[src/rtl/alu_issue_ctrl_pkg.sv]
// Shared types and constants for the ALU issue/decode front end.
// ALU control codes, opcode/funct values, decode bundle, FSM states.
package alu_issue_ctrl_pkg;

  typedef enum logic [2:0] {
    CTL_AND = 3'b000,
    CTL_OR  = 3'b001,
    CTL_ADD = 3'b010,
    CTL_SLL = 3'b100,
    CTL_SRL = 3'b101,
    CTL_SUB = 3'b110,
    CTL_NOR = 3'b111
  } alu_ctl_e;

  typedef enum logic [1:0] {
    B_RT,
    B_SEXT,
    B_ZEXT,
    B_ZERO
  } b_sel_e;

  typedef enum logic [1:0] {
    K_ALU,
    K_BEQ,
    K_BNE,
    K_ILL
  } op_kind_e;

  typedef enum logic [1:0] {
    S_IDLE,
    S_EXEC,
    S_DONE
  } state_e;

  typedef struct packed {
    alu_ctl_e ctl;
    b_sel_e   b_sel;
    op_kind_e kind;
  } dec_t;

  localparam logic [5:0] OP_RTYPE = 6'h00;
  localparam logic [5:0] OP_BEQ   = 6'h04;
  localparam logic [5:0] OP_BNE   = 6'h05;
  localparam logic [5:0] OP_ADDI  = 6'h08;
  localparam logic [5:0] OP_ANDI  = 6'h0C;
  localparam logic [5:0] OP_ORI   = 6'h0D;

  localparam logic [5:0] FN_SLL = 6'h00;
  localparam logic [5:0] FN_SRL = 6'h02;
  localparam logic [5:0] FN_ADD = 6'h20;
  localparam logic [5:0] FN_SUB = 6'h22;
  localparam logic [5:0] FN_AND = 6'h24;
  localparam logic [5:0] FN_OR  = 6'h25;
  localparam logic [5:0] FN_NOR = 6'h27;

endpackage

[src/rtl/alu_decode.sv]
// Combinational opcode/funct decoder.
// Produces ALU control, operand-b source and op kind.
module alu_decode
  import alu_issue_ctrl_pkg::*;
(
  input  logic [5:0] op,
  input  logic [5:0] funct,
  output dec_t       dec
);

  always_comb begin
    dec.ctl   = CTL_ADD;
    dec.b_sel = B_ZERO;
    dec.kind  = K_ILL;
    unique case (1'b1)
      (op == OP_RTYPE): begin
        dec.b_sel = B_RT;
        dec.kind  = K_ALU;
        unique case (funct)
          FN_ADD:  dec.ctl = CTL_ADD;
          FN_SUB:  dec.ctl = CTL_SUB;
          FN_AND:  dec.ctl = CTL_AND;
          FN_OR:   dec.ctl = CTL_OR;
          FN_NOR:  dec.ctl = CTL_NOR;
          FN_SLL:  dec.ctl = CTL_SLL;
          FN_SRL:  dec.ctl = CTL_SRL;
          default: begin
            dec.ctl   = CTL_ADD;
            dec.b_sel = B_ZERO;
            dec.kind  = K_ILL;
          end
        endcase
      end
      (op == OP_ADDI): begin
        dec.ctl   = CTL_ADD;
        dec.b_sel = B_SEXT;
        dec.kind  = K_ALU;
      end
      (op == OP_ANDI): begin
        dec.ctl   = CTL_AND;
        dec.b_sel = B_ZEXT;
        dec.kind  = K_ALU;
      end
      (op == OP_ORI): begin
        dec.ctl   = CTL_OR;
        dec.b_sel = B_ZEXT;
        dec.kind  = K_ALU;
      end
      (op == OP_BEQ): begin
        dec.ctl   = CTL_SUB;
        dec.b_sel = B_RT;
        dec.kind  = K_BEQ;
      end
      (op == OP_BNE): begin
        dec.ctl   = CTL_SUB;
        dec.b_sel = B_RT;
        dec.kind  = K_BNE;
      end
      default: ;
    endcase
  end

endmodule

[src/rtl/alu_issue_ctrl.sv]
// Multicycle issue front end: decode, drive external ALU,
// capture its result, return it on an output handshake.
module alu_issue_ctrl
  import alu_issue_ctrl_pkg::*;
#(
  parameter int W   = 32,
  parameter int SHW = 6
) (
  input  logic           clk,
  input  logic           reset,
  input  logic           in_valid,
  output logic           in_ready,
  input  logic [31:0]    instr,
  input  logic [W-1:0]   rs_data,
  input  logic [W-1:0]   rt_data,
  output logic [W-1:0]   alu_a,
  output logic [W-1:0]   alu_b,
  output logic [SHW-1:0] alu_shamt,
  output logic [2:0]     alu_ctl,
  input  logic [W-1:0]   alu_result,
  input  logic           alu_zero,
  output logic           out_valid,
  input  logic           out_ready,
  output logic [W-1:0]   result,
  output logic           branch_taken,
  output logic           illegal
);

  state_e   state_q, state_d;
  dec_t     dec;
  alu_ctl_e ctl_q;
  op_kind_e kind_q;
  logic [W-1:0]   a_q, b_q, b_d, res_q;
  logic [SHW-1:0] sh_q, sh_d;
  logic           br_q, ill_q, accept, is_shift;
  logic           unused_bits;

  assign unused_bits = ^instr[25:16];

  alu_decode u_dec (
    .op    (instr[31:26]),
    .funct (instr[5:0]),
    .dec   (dec)
  );

  assign in_ready  = (state_q == S_IDLE) && !reset;
  assign out_valid = (state_q == S_DONE) && !reset;
  assign accept    = in_valid && in_ready;

  always_ff @(posedge clk) begin
    if (reset) state_q <= S_IDLE;
    else       state_q <= state_d;
  end

  always_comb begin
    state_d = state_q;
    unique case (state_q)
      S_IDLE: if (accept) state_d = S_EXEC;
      S_EXEC: state_d = S_DONE;
      S_DONE: if (out_ready) state_d = S_IDLE;
      default: state_d = S_IDLE;
    endcase
  end

  assign is_shift = (dec.kind == K_ALU) &&
                    ((dec.ctl == CTL_SLL) ||
                     (dec.ctl == CTL_SRL));

  always_comb begin
    b_d  = '0;
    sh_d = '0;
    unique case (dec.b_sel)
      B_RT:    b_d = rt_data;
      B_SEXT:  b_d = {{(W-16){instr[15]}}, instr[15:0]};
      B_ZEXT:  b_d = {{(W-16){1'b0}}, instr[15:0]};
      default: b_d = '0;
    endcase
    if (is_shift) sh_d = {{(SHW-5){1'b0}}, instr[10:6]};
  end

  // Operand regs hold until the next accept; result regs load in EXEC only.
  always_ff @(posedge clk) begin
    if (reset) begin
      ctl_q  <= CTL_AND;
      kind_q <= K_ALU;
      a_q    <= '0;
      b_q    <= '0;
      sh_q   <= '0;
      res_q  <= '0;
      br_q   <= 1'b0;
      ill_q  <= 1'b0;
    end else begin
      if (accept) begin
        ctl_q  <= dec.ctl;
        kind_q <= dec.kind;
        a_q    <= (dec.kind == K_ILL) ? '0 : rs_data;
        b_q    <= b_d;
        sh_q   <= sh_d;
      end
      if (state_q == S_EXEC) begin
        res_q <= (kind_q == K_ALU) ? alu_result : '0;
        br_q  <= ((kind_q == K_BEQ) && alu_zero) ||
                 ((kind_q == K_BNE) && !alu_zero);
        ill_q <= (kind_q == K_ILL);
      end
    end
  end

  assign alu_a        = a_q;
  assign alu_b        = b_q;
  assign alu_shamt    = sh_q;
  assign alu_ctl      = ctl_q;
  assign result       = res_q;
  assign branch_taken = br_q;
  assign illegal      = ill_q;

endmodule

[config.mk]
export PLATFORM = sky130hd
export DESIGN_NAME = alu_issue_ctrl
export DESIGN_NICKNAME = d
export VERILOG_FILES = /design/src/rtl/alu_issue_ctrl_pkg.sv /design/src/rtl/alu_decode.sv /design/src/rtl/alu_issue_ctrl.sv
export SDC_FILE = /design/constraint.sdc
export NUM_CORES = 1
export LEC_CHECK = 0
export ABC_AREA = 0
export CAP_MARGIN = 0
export CORE_ASPECT_RATIO = 1.5
export CORE_MARGIN = 2
export CORE_UTILIZATION = 42
export CTS_CLUSTER_SIZE = 12
export DETAILED_ROUTE_END_ITERATION = 7
export PLACE_DENSITY = 0.95
export SETUP_SLACK_MARGIN = 0.15
export SLEW_MARGIN = 20
export SYNTH_ARGS = -nofsm -noshare
export SYNTH_HDL_FRONTEND = slang
export SYNTH_HIERARCHICAL = 1
export SYNTH_SLANG_ARGS = --single-unit
[constraint.sdc]
create_clock -name clk -period 3.1 [get_ports clk]
set_input_delay 0.465 -clock clk [delete_from_list [all_inputs] [get_ports clk]]
set_output_delay 0.465 -clock clk [all_outputs]
set_load 0.05 [all_outputs]
# == Word-level counts from Yosys, hierarchy flattened ==
# Index checks and enable logic that the tools add are counted.
# totals
ff_bits,111
wordCells,60
out_inout_bits,109
inputBits,133
# op_classes
reduce_logical,18
n_eq_ne,23
mux,10
# op_table
cell,count
$pmux 32 s3,1
$mux 32,2
$pmux 7 s6,1
$eq 6x6->1 const B,5
$eq 6x4->1 const B,3
$pmux 3 s6,1
$eq 6x3->1 const B,2
$logic_not 6->1,2
$eq 2x2->1 const B,5
$logic_not 2->1,4
$reduce_or 7->1,1
$eq 2x1->1 const B,3
$eq 3x3->1 const B,2
$eq 6x2->1 const B,1
$logic_and 1x1->1,6
$pmux 2 s3,1
$mux 5,1
$mux 2,2
$mux 4,1
$ne 2x2->1 const B,2
$logic_not 1->1,2
$logic_or 1x1->1,2
$reduce_and 2->1,1

# == Logic depth before layout (Yosys ltp) ==
# depth
depth_word,8
mapped_depth,10
ltp_nobuf,7

# == By module ==
# The synthesis kept the hierarchy.
# modules_own_cells
module,cells_each,seq_area_each_um2,n_inst,area_per_inst_um2
alu_issue_ctrl,482,2202.1,1,4226.6
alu_decode,36,0.0,1,209.0

# == Worst setup path after synthesis ==
# OpenSTA, ideal clock, no wires.
# synth_path
kind,input to output
start,in reset
end,out out_valid
path_buffers,2
cell_stages,3
slack_ns,0.673
t_arrival_ns,1.962
required_time_ns,2.635
cell_sequence,buf_2 clkbuf_1 nor3b_1
# synth_via
elab_chain_cells,2
# synth_rtl
item,line,source
"start, declared",alu_issue_ctrl.sv:10,"input logic reset,"
$logic_not 1->1,alu_issue_ctrl.sv:47,assign out_valid = (state_q == S_DONE) && !reset;
$logic_and 1x1->1,alu_issue_ctrl.sv:47,
"end, declared",alu_issue_ctrl.sv:22,"output logic out_valid,"
# No other way between the ends.

==> run metrics <==
Synth Net Count=651; Core ar.=10420 sq um; number of global-route vias before repair=4616; FF-to-FF path depth=5; Die Height=129.9 um; top cells by area, synth=dfxtp_1, a21oi_1, a22oi_1, nand3_1, nand2_1; FFs w/ async S/R, synth=0%; RSZ-0062 raised after global routing=false; slowest stage delay, CP=0.55 ns; Post-DP Area=6800 sq um; most used cell, CP=buf_4; Worst Clk Skew=0.01069 ns; initial core utilization=42.58%; VDD IR max=0.3127 mV; Crit path arrival time=2.97 ns; reg2reg setup slack=1.07 ns; H-tree Lvls=3; TritonCTS clock tree=yes; fraction of layout cells with a size suffix above 1=5.616%; Final Cell Area=7087 sq um; # clock sinks=110; Hold Path Depth=2; initial antenna violation count=1; drt pass-1 iters=5; endpoints failing setup=0; hold buffer count at cts=0; Cell variety after synth=38; CP Data Required Time=3.39 ns; first-pass GRT wire length=22110 um; Max-Cap Viols=0; GRT Residual Overflow=0; Area Overhead vs Synth=59.77%; Hold Vio Cnt, Final=0; crit share post-route=86.68%; prevailing post-synth register cell=dfxtp_1; DP HPWL=10750 um; CP delay by family, top=simple AND/OR/NAND/NOR gates; Via Count=4809; Layout Cells excl Fill=875; Post-Syn Area=4436 sq um; total CTS buffers=9; filler instances=788; Hold Crit Class=register to register; DIE AREA=11420 sq um; CP Launch Type=input port; Post-synth EDFFs=0; Yosys reg bits=110; Port-buffer cells=230; Slew headroom=41.89%; Setup WS pre-CTS=-0.04059 ns; sequential element share of the synthesized area=49.65%; outcome=complete, no violations; Die X=87.91 um; Worst-path clk slew=0.08 ns; Final WS setup=0.4130 ns; final WL=14750 um; total I/O pin count=242; FP Rows=46; CP Depth=9; GRT Util Overall=24.41%; drt via density=5.496; area leader, netlist=dfxtp_1; Worst path slowest cell=and3b_1; Max FO, Critical Path=17; yosys warns=6; Mapped Cells=518; drc violations=0; minimum clock period=2.687 ns; Synth top area share=49.65%; CTS max path bufs=2; pin count of the biggest net entering global routing=72; Tightest Pin Transition=0.8707 ns; wire per inst=16.86 um; Max Clk Rate=372.2 MHz; kind of end point of the critical path=register; standby leakage power=2.561 nW; Final Max Slew Viols=0; Final ANT Viol Nets=0; DRT iter0 DRCs=247; Final Power=3.282 mW; GPL Wtd Cong=0.8965; PwrDens=463.1 nW/um^2; cells along the critical path=clkdlybuf4s50_1 > nand2b_1 > a31oi_1 > nor3_1 > o21ai_1 > buf_4 > buf_4 > and3b_1 > o221a_2; clock root buffer=clkbuf_16; crit path kind=input port to register; CP Buf/Inv Count=3; worst-skew pair later-pin latency=0.34 ns; Inst Count DP=858; nets=858; Post-Syn Area per Cell=8.563 sq um
## final cells by class
cell class                      instances  area, sq um  share of cell area (%)
Multi-Input combinational cell        356         1987                   28.04
Clock buffer                           12        246.5                   3.478
Timing Repair Buffer                  245         2422                   34.18
Antenna cell                            1        2.502                 0.03531
Inverter                                3        16.27                  0.2295
Tap cell                              144        180.2                   2.542
Sequential cell                       110         2202                   31.07
Clock inverter                          4        30.03                  0.4237
## sequential cells by signal, summed over array words and instances, names as in the netlist
register      cells
state_q           2
alu_ctl           3
alu_a            32
illegal           1
alu_shamt         5
alu_b            32
result           32
branch_taken      1
kind_q            2
## per-layer routing
layer / track usage [%] / vias up / routed length (um)
met5: 0 / - / 0
met4: 11.49 / 0 / 602
met3: 4.997 / 49 / 887
met2: 43.09 / 238 / 7730
met1: 27.76 / 2270 / 5530
li1: - / 2252 / -
## stage by stage
step	util, %	hold slack [ns]	TNS, ns
floorplan	-	0.4765	0
global placement	65.28	0.4382	0
detailed placement	65.28	0.4457	-0.04059
CTS	67.93	0.4552	0
global route	68.00	0.4702	0
finish	68.03	0.4497	0
## worst reg2reg max path, stage by stage (launching register included)
cell,delay [ns]
dfxtp_1,0.38
or4b_1,0.62
clkinv_4,0.35
buf_12,0.30
nand3_1,0.14
a21oi_1,0.18
## cells in the mapped netlist (5+ instances only)
cell type / count
a2bb2oi_1: 15
clkbuf_1: 30
dfxtp_1: 110
a21oi_1: 93
buf_6: 5
mux2i_1: 17
buf_4: 5
buf_2: 8
a22oi_1: 32
nor2_1: 39
nand3_1: 40
nand2_1: 52
o21ai_0: 36
## power by group
| group | switching, mW | total (mW) | internal (mW) |
|---|---|---|---|
| clock network | 0.508 | 1.08 | 0.572 |
| logic | 0.398 | 0.698 | 0.300 |
| registers | 0.0345 | 1.50 | 1.47 |
## cell usage in the layout, fill, tap and decap left out, drive strengths merged, types with 2 or more instances in the layout
cell	instances
nor2	39
inv	3
nor4b	2
mux2i	17
a22oi	32
a2bb2oi	15
clkinv	3
dfxtp	110
nand3	40
clkdlybuf4s50	229
a31oi	3
o31ai	2
nand2	52
nand2b	2
buf	16
nor3	4
clkbuf	12
or3	3
a21oi	93
nor2b	3
o21ai	37
## kinds of logic (layout without fill, tap and decap cells)
| kind of cell | Yosys count | after routing | synth area share (%) |
|---|---|---|---|
| compound gates | 185 | 185 | 24.49 |
| buf+inv | 52 | 264 | 6.009 |
| other cells | 1 | 2 | 0.08455 |
| mux | 18 | 18 | 4.090 |
| flops | 110 | 110 | 49.65 |
| simple gates | 152 | 152 | 15.68 |
## final timing paths
| check | start | endpoint |
|---|---|---|
| hold reg to reg | alu_a[2] | alu_a[2] |
| setup / recovery | instr[0] | alu_b[15] |
| setup reg to reg | state_q[1] | alu_a[31] |
| hold / removal | alu_a[2] | alu_a[2] |
## timing repair
action,CTS,global route
setup buffers,0,0
endpoints found under the setup margin,0,31
resized for setup,0,2
No activity file was read; power rests on OpenSTA's default activity.
